==> config.mk <==
export PLATFORM = sky130hd
export DESIGN_NAME = led_pattern_gen
export DESIGN_NICKNAME = d
export VERILOG_FILES = /design/src/rtl/led_pattern_gen.sv
export SDC_FILE = /design/constraint.sdc
export NUM_CORES = 1
export LEC_CHECK = 0
export CELL_PAD_IN_SITES_DETAIL_PLACEMENT = 1
export CELL_PAD_IN_SITES_GLOBAL_PLACEMENT = 1
export CORE_ASPECT_RATIO = 0.75
export CORE_UTILIZATION = 38
export CTS_CLUSTER_DIAMETER = 30
export DETAILED_ROUTE_END_ITERATION = 10
export GPL_TIMING_DRIVEN = 0
export HOLD_SLACK_MARGIN = 0.05
export PLACE_DENSITY = 0.8
export REMOVE_ABC_BUFFERS = 1
export SLEW_MARGIN = 15
export SYNTH_ARGS = -nofsm -noshare
export SYNTH_HDL_FRONTEND = slang
export SYNTH_SLANG_ARGS = --single-unit
==> constraint.sdc <==
create_clock -name Clk -period 2.1 [get_ports Clk]
set_clock_uncertainty 0.1 [all_clocks]
set_input_delay 0.315 -clock Clk [delete_from_list [all_inputs] [get_ports Clk]]
set_output_delay 0.315 -clock Clk [all_outputs]
set_load 0.01 [all_outputs]
==> src/rtl/led_pattern_gen.sv <==
// Parametrised LED pattern engine: blink, rotate left/right and bounce,
// stepped once every DIV enabled clock cycles, reseeded on every mode change.
module led_pattern_gen #(
  parameter int WIDTH = 8,
  parameter int DIV   = 4
) (
  input  logic             Clk,
  input  logic             Rst,
  input  logic             En,
  input  logic [1:0]       SW,
  output logic [WIDTH-1:0] LED,
  output logic             Tick,
  output logic             Dir
);

  localparam int CW = (DIV > 1) ? $clog2(DIV) : 1;
  localparam logic [CW-1:0] CNT_LAST = CW'(DIV - 1);

  typedef enum logic [1:0] {
    MODE_BLINK  = 2'b00,
    MODE_ROL    = 2'b01,
    MODE_ROR    = 2'b10,
    MODE_BOUNCE = 2'b11
  } mode_e;

  mode_e            mode;
  mode_e            sw_q;
  logic [CW-1:0]    cnt, cnt_nxt;
  logic [WIDTH-1:0] led_nxt;
  logic             tick_nxt, dir_nxt;

  assign mode = mode_e'(SW);

  function automatic logic [WIDTH-1:0] seed(input mode_e m);
    logic [WIDTH-1:0] s;
    s = '0;
    case (m)
      MODE_ROL, MODE_BOUNCE: s[0]       = 1'b1;
      MODE_ROR:              s[WIDTH-1] = 1'b1;
      default:               s          = '0;
    endcase
    return s;
  endfunction

  // Plain shifts fill with zero; rotations wrap the outgoing bit around.
  function automatic logic [WIDTH-1:0] shl(input logic [WIDTH-1:0] v);
    return {v[WIDTH-2:0], 1'b0};
  endfunction

  function automatic logic [WIDTH-1:0] shr(input logic [WIDTH-1:0] v);
    return {1'b0, v[WIDTH-1:1]};
  endfunction

  always_comb begin
    cnt_nxt  = cnt;
    led_nxt  = LED;
    dir_nxt  = Dir;
    tick_nxt = 1'b0;
    if (mode != sw_q) begin
      // Reseed outranks any step landing on the same edge, even when paused.
      led_nxt = seed(mode);
      cnt_nxt = '0;
      dir_nxt = 1'b0;
    end else if (En) begin
      if (cnt == CNT_LAST) begin
        cnt_nxt  = '0;
        tick_nxt = 1'b1;
        case (mode)
          MODE_BLINK: led_nxt = ~LED;
          MODE_ROL:   led_nxt = {LED[WIDTH-2:0], LED[WIDTH-1]};
          MODE_ROR:   led_nxt = {LED[0], LED[WIDTH-1:1]};
          default: begin
            // Turn around on the step that leaves an endpoint, so each end dwells one step.
            if (!Dir) begin
              if (LED[WIDTH-1]) begin
                dir_nxt = 1'b1;
                led_nxt = shr(LED);
              end else begin
                led_nxt = shl(LED);
              end
            end else begin
              if (LED[0]) begin
                dir_nxt = 1'b0;
                led_nxt = shl(LED);
              end else begin
                led_nxt = shr(LED);
              end
            end
          end
        endcase
      end else begin
        cnt_nxt = cnt + CW'(1);
      end
    end
  end

  always_ff @(posedge Clk) begin
    if (Rst) begin
      sw_q <= MODE_BLINK;
      cnt  <= '0;
      LED  <= '0;
      Tick <= 1'b0;
      Dir  <= 1'b0;
    end else begin
      sw_q <= mode;
      cnt  <= cnt_nxt;
      LED  <= led_nxt;
      Tick <= tick_nxt;
      Dir  <= dir_nxt;
    end
  end

endmodule

==> flow_metrics.tcl <==
set metrics [dict create \
    clock-root-buffer "clkbuf_4" \
    fin_setup_tns_ns 0 \
    routed_wl_um 2680 \
    viasPerCell 5.82 \
    final_nets 132 \
    critPathKind "in2reg" \
    die-height_um 44.8 \
    slowest_stage "clkdlybuf4s50_1" \
    rows 15 \
    holdPathEnd "cnt[1]" \
    synth.distinct_cells 39 \
    drt_pre_antenna_iters 4 \
    reg2reg_from "cnt[0]" \
    r2r_cells 5 \
    relSlewSlack 0.495 \
    clock_sinks 14 \
    finalHoldViolCount 0 \
    holdPathStages 2 \
    syn_area_per_cell_um2 7.93 \
    max-cap-violations 0 \
    layout-drive-gt1-share 0.0720 \
    r2r_end "LED[7]" \
    critPathLaunchType "input port" \
    power_w 0.000573 \
    ctsLongestPathBuffers 2 \
    numPortBuffers 14 \
    hpwl_um 1770 \
    vias 925 \
    h-tree-depth 1 \
    max_freq_mhz 518 \
    diodes 0 \
    gp_congestion 0.822 \
    peakVddDrop_uv 184 \
    end_kind "flop" \
    worstPathArrival_ns 2.02 \
    drv_slew 0 \
    crit_chain "clkdlybuf4s50_1, inv_1, a211oi_1, o311a_1, a2111oi_2" \
    timing.final.crit_share 0.919 \
    fin_cells 159 \
    detail-route-antenna-nets 0 \
    leakage_nw 0.340 \
    cts.clk_slew.worst_paths_ns 0.10 \
    routedWlPerCell_um 16.8 \
    grt_pass1_wl_um 4420 \
    tightestPinTransition_ns 0.758 \
    r2r_setup_slack_ns 0.23 \
    nFillCells 295 \
    die_w_um 59.1 \
    first_iter_violations 24 \
    post-route-drc-count 0 \
    layout_common_cells "dfxtp_1 (14), nor2_1 (14), clkdlybuf4s50_1 (13), nand2_1 (11), o21ai_0 (9)" \
    antenna_found_initial 0 \
    final_area_um2 1090 \
    cts_tree "yes" \
    gr-total-overflow 0 \
    synth_warnings 0 \
    rsz0062_at_grt "false" \
    io_pins 15 \
    cts_buffers 3 \
    grt_start_max_net_pins 23 \
    min_from "cnt[1]" \
    dieArea_um2 2650 \
    start_util 0.402 \
    worstPathMaxFanout 12 \
    placedCellCount 155 \
    max_stage_delay_ns 0.63 \
    areaGrowthSynthToFinish_pct 17.1 \
    min_period_ns 1.93 \
    clk_latency_ns 0.28 \
    holdCritPathClass "reg2reg" \
    p_per_area_nw_per_um2 527 \
    post_cts_buffers 0 \
    first_global_vias 901 \
    syn_area_um2 928 \
    setup_viol 0 \
    cp_data_required_time_ns 2.19 \
    synthCells 117 \
    placed_area_um2 1050 \
    ys_seq_area_frac 0.302 \
    ys_ff_latch 14 \
    coreArea_um2 2310 \
    status "complete, no violations" \
    grt.total_usage 0.226 \
]
==> worst max-delay path, delay by kind of cell <==
family	cells	cell delay [ns]
AO/OA/AOI/OAI	3	0.76
buffers and inverters	2	0.94
==> flip-flops by register name, summed over array words and instances, names as in the netlist <==
name,cells
Tick,1
Dir,1
LED,8
sw_q,2
cnt,2
==> cells by family after synthesis <==
logic type | share of synthesized area
AOI/OAI and AO/OA | 0.317
xor gates and xnor gates | 0.0189
adders and majority gates | 0.0135
buffers and inverters | 0.0755
DFF | 0.302
muxes | 0.0660
and+or+nand+nor | 0.208
==> how the worst max path moves through the flow <==
stage	startpoint	depth (start not counted)	to	slack [ns]
2_1_floorplan	cnt[0]	5	LED[7]	0.46
3_3_place_gp	SW[0]	5	LED[7]	-0.31
3_5_place_dp	SW[0]	5	LED[7]	-0.34
4_1_cts	SW[1]	4	Dir	0.17
5_1_grt	SW[1]	4	LED[1]	0.07
6_report	SW[1]	5	LED[7]	0.17
==> repair_timing <==
action / in CTS / in global routing
endpoints found under the setup margin: 3 / 0
hold buffers: 0 / 0
gates resized for setup: 1 / 0
==> per-stage QoR <==
step / setup WS, ns / hold slack (ns) / utilization
6_report: 0.170 / 0.415 / 0.471
5_1_grt: 0.0652 / 0.465 / 0.471
3_5_place_dp: -0.340 / 0.399 / 0.456
4_1_cts: 0.174 / 0.423 / 0.471
3_3_place_gp: -0.312 / 0.384 / 0.456
2_1_floorplan: 0.465 / 0.282 / -
==> cell type report <==
cell class | count | area [um2] | share of cell area
Multi-Input combinational cell | 90 | 578 | 0.532
Tap cell | 34 | 42.5 | 0.0391
Sequential cell | 14 | 280 | 0.258
Clock buffer | 4 | 36.3 | 0.0334
Timing Repair Buffer | 14 | 139 | 0.128
Inverter | 3 | 11.3 | 0.0104
==> Yosys cell counts <==
cell,number,area share
a2111oi_2,1,0.016
a211o_1,4,0.038
a211oi_1,4,0.032
a21oi_1,6,0.032
a221o_1,3,0.032
a221oi_1,1,0.0094
a311oi_1,1,0.0094
a31oi_1,2,0.013
a32oi_1,2,0.019
and2_1,2,0.013
and3_1,1,0.0067
and3b_1,1,0.0094
and3b_2,1,0.011
buf_1,1,0.0040
buf_2,5,0.027
buf_4,2,0.016
buf_6,1,0.012
clkbuf_1,1,0.0040
dfxtp_1,14,0.30
ha_1,1,0.013
inv_1,3,0.012
mux2_2,1,0.012
mux2i_1,5,0.054
nand2_1,11,0.044
nand2b_1,2,0.013
nand3_1,5,0.027
nor2_1,14,0.057
nor2b_1,1,0.0067
nor3_1,1,0.0054
o2111ai_1,1,0.0094
o21a_1,1,0.0081
o21ai_0,9,0.049
o21ai_2,1,0.0094
o221ai_1,2,0.019
o311a_1,1,0.011
o311ai_0,1,0.0094
or2_2,1,0.0067
or3_1,1,0.0067
xor2_1,2,0.019
==> where the power goes <==
part	leakage (nW)	internal (W)	switching, W
Sequential	0.114	0.000272	0.0000126
Combinational	0.205	0.0000347	0.0000475
Clock	0.0210	0.000106	0.000100
==> per-layer routing <==
metal | routed length [um] | GRT usage | vias to the layer above
li1 | - | - | 450
met1 | 1400 | 0.324 | 452
met2 | 1170 | 0.320 | 17
met3 | 68 | 0.0602 | 6
met4 | 46 | 0.0905 | 0
met5 | 0 | 0 | -
No activity file was read; power rests on OpenSTA's default activity.
